### config.mk
export PLATFORM = sky130hd
export DESIGN_NAME = traffic_density_classifier
export DESIGN_NICKNAME = d
export VERILOG_FILES = /design/src/rtl/traffic_pkg.sv /design/src/rtl/traffic_density_classifier_sensor.sv /design/src/rtl/traffic_density_classifier.sv
export SDC_FILE = /design/constraint.sdc
export NUM_CORES = 1
export LEC_CHECK = 0
export CORE_ASPECT_RATIO = 1.25
export CORE_MARGIN = 10
export CORE_UTILIZATION = 60
export DETAILED_ROUTE_END_ITERATION = 8
export HOLD_SLACK_MARGIN = 0.15
export PLACE_DENSITY = 0.93
export SLEW_MARGIN = 20
export SYNTH_ARGS = -nofsm -noshare
export SYNTH_HDL_FRONTEND = slang
export SYNTH_SLANG_ARGS = --single-unit
### constraint.sdc
create_clock -name clk -period 5.6 [get_ports clk]
set_input_delay 1.12 -clock clk [delete_from_list [all_inputs] [get_ports clk]]
set_output_delay 1.12 -clock clk [all_outputs]
set_load 0.05 [all_outputs]
### src/rtl/traffic_pkg.sv
// traffic_pkg: level/light encodings and the hysteretic density classifier shared by the traffic blocks
package traffic_pkg;
  typedef logic [1:0] level_t;
  localparam level_t LOW = 2'b00;
  localparam level_t MODERATE = 2'b01;
  localparam level_t HIGH = 2'b10;
  localparam logic [1:0] RED = 2'b00;
  localparam logic [1:0] YELLOW = 2'b01;
  localparam logic [1:0] GREEN = 2'b10;
  // Upgrades take effect at once; a downgrade needs the count to fall hyst below the threshold.
  function automatic level_t classify_level(input level_t cur, input int unsigned c,
                                            input int unsigned mod_t = 4,
                                            input int unsigned high_t = 10,
                                            input int unsigned hyst = 1);
    return c >= high_t ? HIGH :
           (c >= mod_t && cur == LOW) ? MODERATE :
           cur == HIGH ? (c >= high_t - hyst ? HIGH : c >= mod_t - hyst ? MODERATE : LOW) :
           cur == MODERATE ? (c >= mod_t - hyst ? MODERATE : LOW) : LOW;
  endfunction
endpackage

### src/rtl/traffic_density_classifier_sensor.sv
// sensor_conditioner: 2-flop sync, debounce and one-cycle rising-edge pulse for one raw detector
//   clk, rst  clock, async active-high reset
//   i_raw     raw asynchronous detector level
//   o_rise    one-cycle pulse on each debounced rising edge
module sensor_conditioner #(
  parameter int unsigned DEBOUNCE = 2
) (
  input  logic clk,
  input  logic rst,
  input  logic i_raw,
  output logic o_rise
);
  localparam int unsigned CW = $clog2(DEBOUNCE + 1);
  logic r_s1, r_s2, r_db, r_rise;
  logic [CW-1:0] r_cnt;
  logic w_diff, w_flip;
  assign w_diff = r_s2 != r_db;
  // The DEBOUNCE-th consecutive differing sample commits the new level.
  assign w_flip = w_diff && r_cnt == CW'(DEBOUNCE - 1);
  assign o_rise = r_rise;
  always_ff @(posedge clk or posedge rst)
    if (rst) begin
      r_s1 <= 1'b0;
      r_s2 <= 1'b0;
      r_db <= 1'b0;
      r_rise <= 1'b0;
      r_cnt <= '0;
    end else begin
      r_s1 <= i_raw;
      r_s2 <= r_s1;
      r_cnt <= (w_diff && !w_flip) ? r_cnt + 1'b1 : '0;
      r_db <= w_flip ? r_s2 : r_db;
      r_rise <= w_flip && r_s2;
    end
endmodule

### src/rtl/traffic_density_classifier.sv
// traffic_density_classifier: windowed NS/EW vehicle counting with hysteretic LOW/MODERATE/HIGH levels
//   clk, rst                 clock, async active-high reset
//   en                       1 = count and advance window, 0 = freeze
//   veh_ns, veh_ew           raw detector inputs
//   traffic_NS, traffic_EW   registered density levels
//   level_valid              one-cycle pulse after each window close
//   count_ns, count_ew       counts of the last completed window
module traffic_density_classifier
  import traffic_pkg::*;
#(
  parameter int unsigned WINDOW_CYCLES = 128,
  parameter int unsigned CNT_W = 8,
  parameter int unsigned MOD_THRESH = 4,
  parameter int unsigned HIGH_THRESH = 10,
  parameter int unsigned HYST = 1,
  parameter int unsigned DEBOUNCE = 2
) (
  input  logic             clk,
  input  logic             rst,
  input  logic             en,
  input  logic             veh_ns,
  input  logic             veh_ew,
  output logic [1:0]       traffic_NS,
  output logic [1:0]       traffic_EW,
  output logic             level_valid,
  output logic [CNT_W-1:0] count_ns,
  output logic [CNT_W-1:0] count_ew
);
  localparam int unsigned WW = WINDOW_CYCLES > 2 ? $clog2(WINDOW_CYCLES) : 1;
  localparam logic [WW-1:0] LAST = WW'(WINDOW_CYCLES - 1);
  localparam logic [CNT_W-1:0] MAXC = '1;
  logic [WW-1:0] r_wcnt;
  logic [CNT_W-1:0] r_live_ns, r_live_ew, r_cnt_ns, r_cnt_ew;
  level_t r_lvl_ns, r_lvl_ew;
  logic r_valid;
  logic w_rise_ns, w_rise_ew, w_term;
  logic [CNT_W-1:0] w_next_ns, w_next_ew;
  sensor_conditioner #(.DEBOUNCE(DEBOUNCE)) u_ns (.clk(clk), .rst(rst), .i_raw(veh_ns), .o_rise(w_rise_ns));
  sensor_conditioner #(.DEBOUNCE(DEBOUNCE)) u_ew (.clk(clk), .rst(rst), .i_raw(veh_ew), .o_rise(w_rise_ew));
  assign w_term = en && r_wcnt == LAST;
  // Saturating next count; on the terminal cycle this is the closing count including that cycle's edge.
  assign w_next_ns = r_live_ns == MAXC ? MAXC : r_live_ns + CNT_W'(w_rise_ns);
  assign w_next_ew = r_live_ew == MAXC ? MAXC : r_live_ew + CNT_W'(w_rise_ew);
  assign traffic_NS = r_lvl_ns;
  assign traffic_EW = r_lvl_ew;
  assign level_valid = r_valid;
  assign count_ns = r_cnt_ns;
  assign count_ew = r_cnt_ew;
  always_ff @(posedge clk or posedge rst)
    if (rst) begin
      r_wcnt <= '0;
      r_live_ns <= '0;
      r_live_ew <= '0;
      r_cnt_ns <= '0;
      r_cnt_ew <= '0;
      r_lvl_ns <= LOW;
      r_lvl_ew <= LOW;
      r_valid <= 1'b0;
    end else begin
      r_valid <= w_term;
      if (en) begin
        r_wcnt <= w_term ? '0 : r_wcnt + 1'b1;
        r_live_ns <= w_term ? '0 : w_next_ns;
        r_live_ew <= w_term ? '0 : w_next_ew;
        if (w_term) begin
          r_cnt_ns <= w_next_ns;
          r_cnt_ew <= w_next_ew;
          r_lvl_ns <= classify_level(r_lvl_ns, 32'(w_next_ns), MOD_THRESH, HIGH_THRESH, HYST);
          r_lvl_ew <= classify_level(r_lvl_ew, 32'(w_next_ew), MOD_THRESH, HIGH_THRESH, HYST);
        end
      end
    end
endmodule

==> results by group, run 1 <==
STA
  – Final worst-path cycle share: 55.16%
  – RSZ-0062 raised after global routing: false
  – Largest clock skew in the final design: 0.008326 ns
  – Setup_tns: 0 ns
  – Worst Hold Slack: 0.3597 ns
  – Relative max-transition margin: 44.15%
  – Minimum clock period: 3.089 ns
  – Worst Slack Setup Final: 2.511 ns
  – Maximum clock rate: 0.3237 GHz
  – Pin slew with the least headroom to its limit: 0.8347 ns
  – Endpoints failing setup: 0
  – Max-slew violation count: 0
  – Final hold violation count: 0

CTS
  – Post-CTS Setup Inserts: 0
  – CTS Hold Buffers Added: 0
  – Cells resized by post-CTS repair: 0
  – Clock insertion delay at the later pin of the skew report: 0.31 ns
  – Buffer levels on the longest clock path: 2
  – CTS sink count: 56
  – Root buffer cell: sky130_fd_sc_hd__clkbuf_8
  – Clock tree from TritonCTS: done
  – Clock-pin slew on the worst setup and hold paths: 0.09 ns
  – Clock buffers created by TritonCTS: 5
  – Clock H-tree levels: 2

Routing
  – Routed vias: 2,120
  – Iteration-0 DRC count of the detailed router: 189
  – # DRC: 0
  – Wire length reported by the detailed router: 5283 um
  – Avg WL per Cell: 14.32 um
  – Detailed-router iteration count before antenna repair: 5
  – Number of nets with antenna violations after detailed routing: 0
  – Number of vias per cell after detailed routing: 5.745

Setup path
  – Critical path fanouts, max: 38
  – CP Data Required Time: 5.80 ns
  – Startpoint types: input port
  – CP arrival: 3.29 ns
  – Crit path kind: in -> reg
  – Crit end category: flip-flop

Synthesis
  – Number of distinct library cells after synthesis: 50
  – Post-synthesis register bit count: 56
  – Cells taking the most area after synthesis: sky130_fd_sc_hd__dfrtp_1 (50%), sky130_fd_sc_hd__nor2_1 (4.6%), sky130_fd_sc_hd__o21ai_0 (4.5%)
  – Library cell with the largest summed area after synthesis: sky130_fd_sc_hd__dfrtp_1
  – Commonest cells in the netlist: sky130_fd_sc_hd__dfrtp_1 (56), sky130_fd_sc_hd__nor2_1 (34), sky130_fd_sc_hd__nand2_1 (30)
  – Post-synth top area share: 50.43%
  – Count of flip-flops with a built-in enable after synthesis: 0
  – Cell count after synthesis: 292
  – Count of warnings emitted by yosys: 0
  – Proportion of register bits with asynchronous set or reset after synthesis: 100.0%
  – Main synth FF type: sky130_fd_sc_hd__dfrtp_1
  – Part of the Yosys area used for sequential elements: 50.43%
  – Net Count, Synth: 304
  – Post-synth design cell area: 0.002779 mm^2
  – Most frequent cell after synthesis: sky130_fd_sc_hd__dfrtp_1
  – Average cell area after synthesis: 9.517 um^2

Global routing
  – Number of global-route vias before repair: 2,017
  – Total congestion overflow: 0
  – Wire length of the first global-routing pass: 8845 um
  – Antenna violations before repair: 0
  – Overall global routing resource usage: 14.39%
  – Largest net degree at the start of global routing: 57

Placed design
  – Instance count after placement with tap cells included: 362
  – Post-placement worst setup slack: 2.195 ns
  – Count of buffers from port buffering: 25
  – Total half-perimeter wirelength after legalization and detailed placement: 3667 um
  – Final GP Congestion: 0.9214

Final layout
  – # nets final: 323
  – Antenna diode count: 0
  – Layout cell share with drive strength beyond 1: 7.717%
  – Signed area change from the synthesized netlist to the final layout: 12.88%
  – Layout Cells excl Fill: 369

Die
  – Core area: 0.004459 mm^2
  – Die area: 0.007771 mm^2
  – X dimension of the die: 80.87 um
  – Starting density of the core: 62.32%
  – Height of the die: 96.09 um
  – Std cell rows: 27
  – Top-level port count: 26

Power
  – Worst IR Drop VDD: 0.2251 mV
  – Power per Cell Area: 333.5 mW/mm^2
  – Leak Pwr: 1.443 nW
  – Total power: 1.046 mW

Flow run
  – Number of maximum-capacitance constraint violations: 0

Outcome
  – Result of the run: complete, no violations

Worst hold path
  – Path category of the worst min-delay check: reg -> reg
[per-stage QoR]
step,util (%),instance area (um^2)
2_1_floorplan,-,2779
3_3_place_gp,68.18,3040
3_5_place_dp,68.18,3040
4_1_cts,70.34,3137
5_1_grt,70.34,3137
6_report,70.34,3137
[final timing paths]
check,from,end,slack (ns),cells past startpoint
max,en,traffic_NS[0],2.51,10
min,u_ns.r_s1,u_ns.r_s2,0.36,0
max reg2reg,r_wcnt[0],traffic_NS[0],3.32,9
min reg2reg,u_ns.r_s1,u_ns.r_s2,0.36,0
max in group asynchronous,rst,u_ns.o_rise,3.85,3
min in group asynchronous,rst,u_ew.o_rise,1.31,3
[metal layers]
metal / track usage, % / share of wire [%] / vias up
met2: 23.67 / 48 / 59
li1: - / - / 1038
met5: 0 / 0 / -
met4: 5.925 / 1.7 / 0
met3: 5.037 / 7.4 / 10
met1: 16.72 / 43 / 1013
[power by group]
part	leakage (nW)	switching [mW]	internal, mW
combinational	0.652	0.139	0.119
clock	0.0503	0.122	0.110
sequential	0.741	0.0770	0.479
total	1.44	0.338	0.708
[critical path, stage by stage]
cell and delay [ns]:
sky130_fd_sc_hd__clkdlybuf4s50_1 0.40, sky130_fd_sc_hd__buf_4 0.24, sky130_fd_sc_hd__nand3_1 0.11, sky130_fd_sc_hd__nor2_1 0.06, sky130_fd_sc_hd__nand2_1 0.07, sky130_fd_sc_hd__buf_4 0.32
sky130_fd_sc_hd__clkinv_1 0.47, sky130_fd_sc_hd__and3_1 0.30, sky130_fd_sc_hd__o2111ai_1 0.09, sky130_fd_sc_hd__o21ai_1 0.10
[sequential cells by signal, summed over array words and instances (netlist names)]
register,count
traffic_NS,2
u_ew.r_s2,1
r_live_ns,8
count_ns,8
u_ns.r_s2,1
u_ew.o_rise,1
traffic_EW,2
u_ew.r_s1,1
u_ns.o_rise,1
level_valid,1
u_ns.r_s1,1
r_live_ew,8
u_ns.r_db,1
count_ew,8
u_ew.r_db,1
u_ew.r_cnt,2
r_wcnt,7
u_ns.r_cnt,2
[cell usage in the layout, fill, tap and decap left out, drive strengths merged, types with 2 or more instances in the layout]
master         synthesis  layout
o22ai                  6       6
nor2b                  2       2
and2                   3       3
a31oi                  4       4
nand3b                 4       4
nand4                  7       7
nand3                 10      10
buf                   10       3
a21oi                 16      16
clkbuf                 6       7
a21o                   2       2
xor2                   8       8
inv                   16      16
xnor2                 10      10
ha                     7       7
mux2                   3       3
and3                   4       4
nand2b                 3       3
clkdlybuf4s50          0      25
nor2                  35      35
o21a                   3       3
o21ai                 26      26
dfrtp                 56      56
and4                   2       2
nand2                 30      30
or3                    2       2
nor3                   4       4
a22o                   2       2
[logic make-up (layout without fill, tap and decap cells)]
| logic type | Yosys count | after routing | share of synthesized area, % |
|---|---|---|---|
| AND/OR/NAND/NOR | 109 | 109 | 19.27 |
| AO/OA/AOI/OAI | 65 | 65 | 14.05 |
| flip-flops | 56 | 56 | 50.43 |
| buffers and inverters | 33 | 52 | 5.313 |
| XOR/XNOR | 18 | 18 | 6.214 |
| adder cells (fa/ha/maj) | 7 | 7 | 3.152 |
| multiplexers | 4 | 4 | 1.576 |
[cell type report]
type	count	area (um^2)
inverters	17	63.81
clock buffers	7	96.34
multi-input cells	203	1230
repair buffers	28	272.8
flip-flops and latches	56	1401
well taps	58	72.57
fillers	350	1323
Note: power is estimated with default switching activity, not from simulation.
==> run 2, diff against run 1 <==
Settings changed: CORE_UTILIZATION 60 to 57, PLACE_DENSITY 0.93 to 0.89.
Clock period 5.6 ns to 3 ns, I/O delays scaled along.
==> run 2 against run 1 <==
Effect of this change:
- combinational power rose by 90%
- first-iteration DRC count fell by 33%
- register-to-register slack got worse by 2.6 ns
- critical endpoint is now traffic_EW[0]
- largest cell class unchanged
- highest routed layer unchanged
==> results by group, run 2 (synthesis gave the netlist of run 1 again) <==
STA
  – Max-slew violation count: 0
  – Relative max-transition margin: 65.85%
  – Minimum clock period: 2.289 ns
  – Maximum clock rate: 0.4368 GHz
  – Worst Hold Slack: 0.3612 ns
  – Largest clock skew in the final design: 0.007891 ns
  – Final hold violation count: 0
  – Setup_tns: 0 ns
  – Endpoints failing setup: 0
  – Pin slew with the least headroom to its limit: 0.5106 ns
  – RSZ-0062 raised after global routing: false
  – Final worst-path cycle share: 76.31%

Routing
  – # DRC: 0
  – Detailed-router iteration count before antenna repair: 5
  – Routed vias: 2,170
  – Avg WL per Cell: 14.76 um
  – Iteration-0 DRC count of the detailed router: 126
  – Number of vias per cell after detailed routing: 5.802
  – Wire length reported by the detailed router: 5522 um
  – Number of nets with antenna violations after detailed routing: 0

Final layout
  – Count of filler cells inserted in the layout: 388
  – Antenna diode count: 0
  – Layout Cells excl Fill: 374
  – Layout cell share with drive strength beyond 1: 8.599%
  – Highest-count cells in the layout ignoring fill and taps: sky130_fd_sc_hd__dfrtp_1 (56), sky130_fd_sc_hd__nor2_1 (34), sky130_fd_sc_hd__nand2_1 (30), sky130_fd_sc_hd__o21ai_0 (25), sky130_fd_sc_hd__clkdlybuf4s50_1 (25)
  – # nets final: 325
  – Most common cell after layout, fill and taps aside: sky130_fd_sc_hd__dfrtp_1
  – Signed area change from the synthesized netlist to the final layout: 14.18%

Global routing
  – Largest net degree at the start of global routing: 38
  – Overall global routing resource usage: 14.25%
  – Met1 track demand over resource: 17.14%
  – Wire length of the first global-routing pass: 9494 um
  – Busiest metal layer after global routing: met2
  – Met2 routing resource usage after global routing: 23.10%
  – Global Route met3 Usage: 4.312%
  – Antenna violations before repair: 0
  – Number of global-route vias before repair: 2,151
  – Total congestion overflow: 0

Setup path
  – Crit end category: flip-flop
  – R2r endpoint: traffic_EW[0]
  – Startpoint types: flip-flop
  – Crit path kind: reg -> reg
  – CP arrival: 2.55 ns
  – Reg2Reg Setup Slack: 0.71 ns
  – Worst Reg2Reg Path Length in Cells: 8
  – Startpoint of the lowest-slack register-to-register path: r_live_ew[0]
  – CP Data Required Time: 3.26 ns
  – Critical path fanouts, max: 8

CTS
  – CTS Hold Buffers Added: 0
  – Cells resized by post-CTS repair: 0
  – Buffer levels on the longest clock path: 2
  – Root buffer cell: sky130_fd_sc_hd__clkbuf_8
  – CTS sink count: 56
  – Clock insertion delay at the later pin of the skew report: 0.32 ns
  – Clock tree from TritonCTS: done
  – Clock-pin slew on the worst setup and hold paths: 0.10 ns
  – Clock buffers created by TritonCTS: 5
  – Clock H-tree levels: 2
  – Post-CTS Setup Inserts: 0

Die
  – Starting density of the core: 58.76%
  – Height of the die: 98.07 um
  – X dimension of the die: 82.45 um
  – Top-level port count: 26
  – Std cell rows: 28
  – Core area: 0.004730 mm^2
  – Die area: 0.008085 mm^2

Placed design
  – Instance count after placement with tap cells included: 366
  – Count of buffers from port buffering: 25
  – Final GP Congestion: 0.8618
  – Total half-perimeter wirelength after legalization and detailed placement: 3891 um

Power
  – Power per Cell Area: 641.8 mW/mm^2
  – Register share of total power: 51.3%
  – Total power: 2.037 mW
  – Leak Pwr: 1.457 nW
  – Comb power frac: 24.1%
  – Part of the total power dissipated in the clock network: 24.6%
  – Switching share of power: 32.76%
  – Internal: 1.369 mW
  – Worst IR Drop VDD: 0.5289 mV
  – Net switching component of the power: 0.6672 mW

Flow run
  – Number of maximum-capacitance constraint violations: 0

Worst hold path
  – Worst hold path cell count: 0
  – Hold path start: u_ew.r_s1
  – Path category of the worst min-delay check: reg -> reg
  – Endpoint with the worst hold slack: u_ew.r_s2

Outcome
  – Result of the run: complete, no violations
-- run 2: cell types whose count changed in the layout (fill, tap and decap cells not counted) --
cell / delta
sky130_fd_sc_hd__buf_4: +2
sky130_fd_sc_hd__bufinv_16: +1
sky130_fd_sc_hd__clkbuf_8: -2
sky130_fd_sc_hd__clkinvlp_4: +1
sky130_fd_sc_hd__inv_6: +1
-- run 2: how the worst max path moves through the flow --
| stage | startpoint | endpoint | slack (ns) | depth (start not counted) |
|---|---|---|---|---|
| finish | r_live_ew[0] | traffic_EW[0] | 0.71 | 8 |
| detailed placement | en | traffic_NS[0] | 0.79 | 8 |
| global route | r_live_ew[0] | traffic_EW[0] | 0.56 | 8 |
| global placement | en | traffic_NS[0] | 0.85 | 8 |
| CTS | r_live_ew[0] | traffic_EW[0] | 0.78 | 8 |
| floorplan | rst | count_ew[0] | 1.03 | 1 |
-- run 2: area by class of cell --
class / instances / area [um^2] / share of cell area, %
clock buffers: 5 / 68.82 / 2.169
clock inverters: 3 / 46.29 / 1.459
inverters: 17 / 63.81 / 2.011
multi-input cells: 203 / 1230 / 38.76
flip-flops and latches: 56 / 1401 / 44.16
well taps: 60 / 75.07 / 2.366
repair buffers: 30 / 287.8 / 9.069
-- run 2: worst max-delay path, cell delays in order, from the launching register on --
cell and delay [ns]:
sky130_fd_sc_hd__dfrtp_1 0.42, sky130_fd_sc_hd__ha_1 0.24, sky130_fd_sc_hd__ha_1 0.38, sky130_fd_sc_hd__nand3_1 0.14
sky130_fd_sc_hd__xnor2_1 0.14, sky130_fd_sc_hd__nor2_1 0.23, sky130_fd_sc_hd__nand2_1 0.09, sky130_fd_sc_hd__nor4bb_1 0.38
sky130_fd_sc_hd__o22a_1 0.20
-- run 2: routing by layer --
metal / vias up / wire length, um
li1: 1045 / -
met1: 1052 / 2391
met2: 63 / 2675
met3: 10 / 358
met4: 0 / 97
met5: - / 0
-- run 2: stage by stage --
stage               cell area [um^2]  utilization, %  setup slack, ns
floorplan                       2779               -            1.029
global placement                3058           64.66           0.8476
detailed placement              3058           64.66           0.7885
CTS                             3173           67.09           0.7814
global route                    3173           67.09           0.5613
finish                          3173           67.09           0.7108
-- run 2: power groups by stage --
stage	combinational [mW]	sequential [mW]	clock, mW
2_1_floorplan	0.438	0.999	0
3_3_place_gp	0.461	1.04	0
3_5_place_dp	0.486	1.05	0
4_1_cts	0.491	1.04	0.512
5_1_grt	0.570	1.07	0.539
6_report	0.491	1.04	0.502
==> patch, RTL diff (config.mk and constraints of run 2) <==
Register the inputs `en`, `veh_ns` and `veh_ew` before use. The logic sees them one clock later.
--- a/src/rtl/traffic_density_classifier.sv
+++ b/src/rtl/traffic_density_classifier.sv
@@ -29,15 +29,26 @@
   localparam int unsigned WW = WINDOW_CYCLES > 2 ? $clog2(WINDOW_CYCLES) : 1;
   localparam logic [WW-1:0] LAST = WW'(WINDOW_CYCLES - 1);
   localparam logic [CNT_W-1:0] MAXC = '1;
+
+  logic en_q;
+  logic veh_ns_q;
+  logic veh_ew_q;
+
+  always_ff @(posedge clk) begin
+      en_q     <= en;
+      veh_ns_q <= veh_ns;
+      veh_ew_q <= veh_ew;
+  end
+
   logic [WW-1:0] r_wcnt;
   logic [CNT_W-1:0] r_live_ns, r_live_ew, r_cnt_ns, r_cnt_ew;
   level_t r_lvl_ns, r_lvl_ew;
   logic r_valid;
   logic w_rise_ns, w_rise_ew, w_term;
   logic [CNT_W-1:0] w_next_ns, w_next_ew;
-  sensor_conditioner #(.DEBOUNCE(DEBOUNCE)) u_ns (.clk(clk), .rst(rst), .i_raw(veh_ns), .o_rise(w_rise_ns));
-  sensor_conditioner #(.DEBOUNCE(DEBOUNCE)) u_ew (.clk(clk), .rst(rst), .i_raw(veh_ew), .o_rise(w_rise_ew));
-  assign w_term = en && r_wcnt == LAST;
+  sensor_conditioner #(.DEBOUNCE(DEBOUNCE)) u_ns (.clk(clk), .rst(rst), .i_raw(veh_ns_q), .o_rise(w_rise_ns));
+  sensor_conditioner #(.DEBOUNCE(DEBOUNCE)) u_ew (.clk(clk), .rst(rst), .i_raw(veh_ew_q), .o_rise(w_rise_ew));
+  assign w_term = en_q && r_wcnt == LAST;
   // Saturating next count; on the terminal cycle this is the closing count including that cycle's edge.
   assign w_next_ns = r_live_ns == MAXC ? MAXC : r_live_ns + CNT_W'(w_rise_ns);
   assign w_next_ew = r_live_ew == MAXC ? MAXC : r_live_ew + CNT_W'(w_rise_ew);
@@ -58,7 +69,7 @@
       r_valid <= 1'b0;
     end else begin
       r_valid <= w_term;
-      if (en) begin
+      if (en_q) begin
         r_wcnt <= w_term ? '0 : r_wcnt + 1'b1;
         r_live_ns <= w_term ? '0 : w_next_ns;
         r_live_ew <= w_term ? '0 : w_next_ew;
Function: same outputs for any inputs over 10 cycles, from zero or initial values and one cycle with rst high; that may be too few to reach the edited logic, so the function may still have changed.
==> patch against run 2 <==
  * Non-clock buffer count unchanged
  * Sequential share of layout area decreased by 0.37 points
  * Final area rose by 5.2%
  * Total power up 10%
  * Global-route usage is 0.76 points higher
  * Via count grew 1.3%
  * Sequential cell count up 3
  * Combinational power down 18%
  * Area after synthesis up 2.2%
  * Die area rose by 1.7%
  * Wire length is 7.6% higher
  * Largest power group unchanged
  * Setup slack better by 0.060 ns
  * Core utilization up 2.9 points
  * Critical path type unchanged
==> patch: results (changes against run 2) <==
metric;value;unit;change
outcome;finished, final reports clean;;
wire_per_inst;15.5;um;+4.8%
async_reset_ff_share;94.9;%;-5.1 points
worstSkewPairLatency;0.34;ns;+0.02 ns
yosysUniqueCellTypes;51;;+2.0%
grt_max_degree;57;;+50%
grt_pass1_vias;2228;;+3.6%
nNetsFinal;332;;+2.2%
vdd_drop_max;0.000468;V;-12%
dp_hpwl;3.98;mm;+2.3%
grt_util_met1;14.8;%;-2.3 points
grt_pass1_wl;10.1;mm;+6.7%
slew_headroom;53.7;%;-12 points
h-tree-depth;3;;+1
grt_util_met3;6.92;%;+2.6 points
dp.cells;369;;+0.82%
vias;2198;;+1.3%
drive_gt1_share;9.88;%;+1.3 points
cts_buffers;9;;+4
grt.total_usage;15.0;%;+0.76 points
portBuffers;25;;unchanged
dr.pass1.iters;4;;-1
power.leakage;1.53;nW;+5.2%
use_met2;25.8;%;+2.7 points
vias_per_cell;5.72;;-1.3%
gp_congestion;0.823;;-4.5%
finClkSkew;0.00661;ns;-0.00128 ns
clk_pin_slew;0.06;ns;-0.04 ns
synthTopCellsByArea;dfrtp_1 49%, nor2_1 4.5%, o21ai_0 4.4%, nand2_1 4.0%, ha_1 3.1%;;
syn_nets;307;;+0.99%
yosysSeqAreaShare;51.5;%;+1.0 points
drt_iter0_markers;175;;+39%
diodes;0;;unchanged
avgSynthCellArea;9.62;um^2;+1.1%
worst_ep_arrival_time;2.51;ns;-0.04 ns
patch: changes by cell type in the layout (fill, tap and decap cells not counted), sizes merged:
cell and delta:
bufinv +1, clkbuf +8, clkinvlp -1, dfxtp +3
inv -1
patch: critical path, cell delays in order (launching register included):
cell	delay [ns]
dfrtp_1	0.42
ha_1	0.25
ha_1	0.36
nand3_1	0.14
xnor2_1	0.15
nor2_1	0.26
nand2_1	0.09
nor4bb_1	0.31
o22a_1	0.19
patch: through the flow:
| stage | setup slack, ns | hold WS, ns | util [%] | instance area, um^2 | total power, mW |
|---|---|---|---|---|---|
| 2_1_floorplan | 1.03 | 0.316 | - | 2840 | 1.36 |
| 4_1_cts | 0.804 | 0.330 | 70.0 | 3340 | 2.26 |
| 3_3_place_gp | 1.02 | 0.320 | 65.4 | 3120 | 1.41 |
| 3_5_place_dp | 0.852 | 0.322 | 65.4 | 3120 | 1.45 |
| 6_report | 0.771 | 0.328 | 70.0 | 3340 | 2.25 |
| 5_1_grt | 0.561 | 0.334 | 70.0 | 3340 | 2.37 |
patch: power by group:
group / leakage, nW / internal (mW) / switching (mW)
Combinational: 0.648 / 0.185 / 0.218
Clock: 0.110 / 0.509 / 0.296
Sequential: 0.776 / 0.917 / 0.126
Total: 1.53 / 1.61 / 0.639
patch: logic make-up after synthesis:
kind of cell	count (synthesis)	synth area share (%)
XOR/XNOR	18	6.08
AND/OR/NAND/NOR	109	18.9
flip-flops	59	51.5
buffers and inverters	33	5.20
multiplexers	4	1.54
adder cells (fa/ha/maj)	7	3.08
AO/OA/AOI/OAI	65	13.8
patch: final timing paths:
check | slack [ns] | from | depth (start not counted) | end
setup / recovery | 0.77 | r_live_ew[0]$_DFFE_PP0P_ | 8 | traffic_EW[0]$_DFFE_PP0P_
hold / removal | 0.33 | veh_ew_q$_DFF_P_ | 0 | u_ew.r_s1$_DFF_PP0_
setup reg to reg | 0.77 | r_live_ew[0]$_DFFE_PP0P_ | 8 | traffic_EW[0]$_DFFE_PP0P_
hold reg to reg | 0.33 | veh_ew_q$_DFF_P_ | 0 | u_ew.r_s1$_DFF_PP0_
max in group asynchronous | 1.76 | rst | 3 | r_live_ew[7]$_DFFE_PP0P_
min in group asynchronous | 0.76 | rst | 3 | r_wcnt[2]$_DFFE_PP0P_
patch: metal layers:
layer  up-vias  share of wire (%)
met4         0                2.8
met3        19                6.8
met2        60                 50
met5         -                  0
met1      1051                 41
li1       1068                  -
patch: final cells by class:
type                            instances  area (um^2)
Fill cell                             361         1430
Tap cell                               60         75.1
Inverter                               17         63.8
Multi-Input combinational cell        203         1230
Clock buffer                           13          159
Timing Repair Buffer                   30          288
Clock inverter                          2         60.1
Sequential cell                        59         1460
